<file path="config.mk">
export PLATFORM = sky130hd
export DESIGN_NAME = sprite_plotter
export DESIGN_NICKNAME = d
export VERILOG_FILES = /design/src/rtl/sprite_plotter.sv
export SDC_FILE = /design/constraint.sdc
export NUM_CORES = 1
export LEC_CHECK = 0
export BUFFER_PORTS_ARGS = -buffer_cell sky130_fd_sc_hd__buf_2
export CAP_MARGIN = 5
export CELL_PAD_IN_SITES_DETAIL_PLACEMENT = 0
export CELL_PAD_IN_SITES_GLOBAL_PLACEMENT = 1
export CORE_UTILIZATION = 45
export CTS_BUF_LIST = sky130_fd_sc_hd__clkbuf_8
export DETAILED_ROUTE_END_ITERATION = 16
export PLACE_DENSITY_LB_ADDON = 0.1
export SETUP_SLACK_MARGIN = 0.3
export SYNTH_ARGS = -nofsm -noshare
export SYNTH_HDL_FRONTEND = slang
export SYNTH_SLANG_ARGS = --single-unit
</file>
<file path="constraint.sdc">
create_clock -name clock -period 10.82 [get_ports clock]
set_input_delay 0.541 -clock clock [delete_from_list [all_inputs] [get_ports clock]]
set_output_delay 0.541 -clock clock [all_outputs]
set_load 0.1 [all_outputs]
</file>
<file path="src/rtl/sprite_plotter.sv">
// Sprite pixel-write engine: erases the sprite at its previous position, then
// draws it at the requested one, one clipped pixel per clock.
//
//   state | meaning
//   IDLE  | waiting for move_req / hide_req
//   ERASE | painting the old square in the background colour
//   DRAW  | painting the new square in the latched colour
//   DONE  | one-cycle completion pulse, position/shown bookkeeping
module sprite_plotter #(
  parameter int         SPRITE_W  = 16,
  parameter int         SPRITE_H  = 16,
  parameter int         X_MAX     = 319,
  parameter int         Y_MAX     = 239,
  parameter logic [2:0] BG_COLOUR = 3'd0
) (
  input  logic       clock,
  input  logic       reset,
  input  logic       move_req,
  input  logic       hide_req,
  input  logic [8:0] new_x,
  input  logic [8:0] new_y,
  input  logic [2:0] colour_in,
  output logic       busy,
  output logic       done,
  output logic       plot,
  output logic [8:0] x_out,
  output logic [8:0] y_out,
  output logic [2:0] colour_out
);

  localparam int CW   = $clog2(SPRITE_W * SPRITE_H);
  localparam int XW   = $clog2(SPRITE_W);
  localparam int LAST = SPRITE_W * SPRITE_H - 1;

  typedef enum logic [1:0] {IDLE, ERASE, DRAW, DONE} state_t;

  state_t        state, state_nxt;
  logic [CW-1:0] cnt, cnt_nxt;
  logic [8:0]    old_x, old_y;
  logic [8:0]    cur_x, cur_y, cur_x_nxt, cur_y_nxt;
  logic [2:0]    cur_colour, cur_colour_nxt;
  logic          shown;
  logic          is_move, is_move_nxt;
  logic          last_pix;

  logic [8:0]    base_x, base_y;
  logic [2:0]    pix_colour;
  logic [9:0]    sum_x, sum_y;
  logic          pix_on, plot_nxt;

  always_comb begin
    state_nxt      = state;
    cnt_nxt        = cnt;
    cur_x_nxt      = cur_x;
    cur_y_nxt      = cur_y;
    cur_colour_nxt = cur_colour;
    is_move_nxt    = is_move;
    last_pix       = (cnt == CW'(LAST));
    case (state)
      IDLE: begin
        if (move_req) begin
          cur_x_nxt      = new_x;
          cur_y_nxt      = new_y;
          cur_colour_nxt = colour_in;
          is_move_nxt    = 1'b1;
          cnt_nxt        = '0;
          state_nxt      = shown ? ERASE : DRAW;
        end else if (hide_req) begin
          is_move_nxt = 1'b0;
          cnt_nxt     = '0;
          state_nxt   = shown ? ERASE : DONE;
        end
      end
      ERASE: begin
        if (last_pix) begin
          cnt_nxt   = '0;
          state_nxt = is_move ? DRAW : DONE;
        end else begin
          cnt_nxt = cnt + 1'b1;
        end
      end
      DRAW: begin
        if (last_pix) begin
          cnt_nxt   = '0;
          state_nxt = DONE;
        end else begin
          cnt_nxt = cnt + 1'b1;
        end
      end
      DONE:    state_nxt = IDLE;
      default: state_nxt = IDLE;
    endcase
  end

  // Pixel outputs are registered, so they are built from the state being entered.
  always_comb begin
    pix_on     = (state_nxt == ERASE) || (state_nxt == DRAW);
    base_x     = (state_nxt == ERASE) ? old_x : cur_x_nxt;
    base_y     = (state_nxt == ERASE) ? old_y : cur_y_nxt;
    pix_colour = (state_nxt == ERASE) ? BG_COLOUR : cur_colour_nxt;
    sum_x      = {1'b0, base_x} + 10'(cnt_nxt[XW-1:0]);
    sum_y      = {1'b0, base_y} + 10'(cnt_nxt[CW-1:XW]);
    plot_nxt   = pix_on && (sum_x <= 10'(X_MAX)) && (sum_y <= 10'(Y_MAX));
  end

  always_ff @(posedge clock) begin
    if (reset) begin
      state      <= IDLE;
      cnt        <= '0;
      cur_x      <= '0;
      cur_y      <= '0;
      cur_colour <= '0;
      is_move    <= 1'b0;
      old_x      <= '0;
      old_y      <= '0;
      shown      <= 1'b0;
      plot       <= 1'b0;
      x_out      <= '0;
      y_out      <= '0;
      colour_out <= '0;
    end else begin
      state      <= state_nxt;
      cnt        <= cnt_nxt;
      cur_x      <= cur_x_nxt;
      cur_y      <= cur_y_nxt;
      cur_colour <= cur_colour_nxt;
      is_move    <= is_move_nxt;
      if (state == DONE) begin
        if (is_move) begin
          old_x <= cur_x;
          old_y <= cur_y;
          shown <= 1'b1;
        end else begin
          shown <= 1'b0;
        end
      end
      plot       <= plot_nxt;
      x_out      <= plot_nxt ? sum_x[8:0] : 9'd0;
      y_out      <= plot_nxt ? sum_y[8:0] : 9'd0;
      colour_out <= plot_nxt ? pix_colour : 3'd0;
    end
  end

  assign busy = (state == ERASE) || (state == DRAW);
  assign done = (state == DONE);

endmodule

</file>
==> results.ini <==
[critical_path]
worstPathRequired_ns=11.08
endpoint_kind=register
critical_path_class=register to register
ff2ff_path_depth=14
rr_endpoint=y_out[3]
r2r_slack_ns=5.72
cp_max_fo=34
cp-startpoint=state[0]
crit_arrival_ns=5.36
reg2reg_from=state[0]
crit_path_start_kind=register
endpoint=y_out[3]

[clocking]
htreeDepth=3
cts_setup_buffers=0
post_cts_resized=0
cts_tree=done
hold_buffers=0
numCtsBuffers=9
cts_buffer_depth=2
clk_pin_slew_ns=0.08
cts.sinks=73
worstSkewPairLatency_ns=0.34
cts-root-buf=clkbuf_8

[power]
switchingPower_uw=276
p_clk_share_pct=28.5
leakage_nw=1.72
power_density_nw_per_um2=174
seq_power_share_pct=40.4
finalPower_uw=726
p_sw_share_pct=38.1
power.internal_uw=449
comb_power_share_pct=31.1
ir_worst_vdd_mv=0.0743

[layout]
fin_nets=497
nFillCells=744
postLayoutCoreUtil_pct=52.9
drive_above_1_share_pct=20.7
diodes=0
syn_to_final_growth_pct=11.4
final_cells=562

[sta]
timing.fmax_mhz=196
whs_ns=0.446
rsz0062_at_grt=false
drv_slew=0
min_period_ns=5.10
setup_viol=0
worst_pin_slew_ns=0.864
hold_violations=0
relSlewSlack_pct=42.4
tns_ns=0
min_period_over_period_pct=47.1
skew_ns=0.00728

[global_routing]
grt_use_total_pct=20.4
grt_pass1_vias=2838
overflow=0
grt_pass1_wl_um=13900
grt_max_degree=53
antenna_found_initial=0

[placed_design]
dp_hpwl_um=5670
io_buffers=48
place_inst=547
gp_congestion=0.791

[drt]
dr.pass1.iters=4
antenna_left=0
vias=2955
drc=0
wl_per_cell_um=14.4
drt_iter0_drc=114
routed_via_density=5.26
drt_wl_total_um=8080

[logic_synthesis]
syn_avg_cell_area_sq_um=8.95
ys_ff_latch=73
yosysTopAreaCell=dfxtp_1
synth.most_common_cell=dfxtp_1
syn_inst=418
synth-edff-count=0
synthTopCellsByArea=dfxtp_1 39%, nand2_1 6.6%, mux2i_1 5.1%
async_reset_ff_share_pct=0
syn-num-nets=459
netlist.area_leader.share_pct=39.1
synth_cell_types=58
yosys_warnings=0
netlist_area_sq_um=3740
synthFlopType=dfxtp_1
synth_common_cells=73 x dfxtp_1, 66 x nand2_1, 35 x a21oi_1
yosysSeqAreaShare_pct=39.1

[hold_path]
min-delay-path-class=register to register

[floorplan]
die_h_um=93.2
start_util_pct=47.4
rows=32
num_io_pins=49
die_x_um=93.2
dieArea_sq_um=8690
coreArea_sq_um=7890

[run_status]
outcome=complete, no violations

[run]
drv_cap=0

[how the worst min path moves through the flow]
stage / from / endpoint / slack, ns / cells past startpoint
final: cur_y[4] / old_y[4] / 0.45 / 2
after detailed placement: cur_y[4] / old_y[4] / 0.44 / 2
after global routing: new_y[1] / cur_y[1] / 0.46 / 3
after global placement: cur_y[4] / old_y[4] / 0.44 / 2
after floorplan: cur_y[4] / old_y[4] / 0.43 / 2
after CTS: new_x[0] / cur_x[0] / 0.44 / 3
[layout by cell type, fill, tap and decap left out, types with 5 or more instances in the layout]
| cell type | netlist | layout |
|---|---|---|
| nand2_1 | 66 | 66 |
| mux2i_1 | 19 | 19 |
| nor2_1 | 31 | 31 |
| nor3_2 | 9 | 9 |
| dfxtp_1 | 73 | 73 |
| and4b_1 | 6 | 6 |
| xor2_1 | 5 | 5 |
| inv_1 | 17 | 17 |
| nor2b_1 | 16 | 16 |
| clkbuf_8 | 0 | 9 |
| a21oi_1 | 35 | 35 |
| a211o_1 | 5 | 5 |
| o21ai_0 | 12 | 12 |
| nand3_1 | 13 | 13 |
| nand2b_1 | 6 | 6 |
| ha_1 | 14 | 13 |
| buf_2 | 4 | 48 |
[power by group through the flow]
stage / Clock, mW / Sequential (mW) / Combinational (mW)
after global placement: 0 / 0.300 / 0.225
after CTS: 0.213 / 0.294 / 0.227
final: 0.206 / 0.293 / 0.226
after global routing: 0.224 / 0.296 / 0.243
after detailed placement: 0 / 0.300 / 0.226
after floorplan: 0 / 0.365 / 0.124
[state kept, by name (all words and copies together) (netlist names), 8 cells and up]
name	count
cur_x	9
cur_y	9
old_x	9
old_y	9
x_out	9
y_out	9
cnt	8
[per-stage QoR]
stage / setup WS, ns / cell area, sq um
2_1_floorplan: 5.90 / 3740
3_3_place_gp: 5.91 / 3990
3_5_place_dp: 5.79 / 3990
4_1_cts: 5.73 / 4170
5_1_grt: 5.16 / 4170
6_report: 5.72 / 4170
[layout make-up]
cell class / instances / area [sq um] / area share [%]
Clock buffer: 9 / 124 / 2.97
Sequential cell: 73 / 1460 / 35.0
Inverter: 17 / 63.8 / 1.53
Clock inverter: 6 / 60.1 / 1.44
Timing Repair Buffer: 51 / 263 / 6.30
Tap cell: 102 / 128 / 3.06
Multi-Input combinational cell: 304 / 2070 / 49.7
[worst max-delay path: stages, from the launching register on]
cell,delay [ns]
dfxtp_1,0.36
inv_1,0.11
ha_1,0.71
o311ai_0,0.31
o21ai_0,0.19
ha_2,0.31
buf_4,0.42
mux2i_1,0.37
ha_1,0.31
a211o_1,0.28
a21oi_1,0.32
and2_0,0.17
o311ai_0,0.13
a211o_1,0.62
nor4b_2,0.36
[logic make-up after synthesis]
family,Yosys count,synth area share (%)
simple gates,169,24.1
flops,73,39.1
fa+ha+maj,16,5.75
compound gates,88,17.5
buf+inv,41,5.68
other cells,1,0.100
mux,21,5.68
xor+xnor,9,2.11
[routing by layer]
| metal | share of wire (%) | vias to the layer above | GRT usage (%) | wire (um) |
|---|---|---|---|---|
| met5 | 0 | - | 0 | 0 |
| met4 | 1.5 | 0 | 6.15 | 123 |
| met3 | 4.3 | 13 | 4.31 | 348 |
| met2 | 42 | 63 | 30.9 | 3410 |
| met1 | 52 | 1347 | 29.0 | 4200 |
| li1 | - | 1532 | - | - |
No activity file was read; power rests on OpenSTA's default activity.
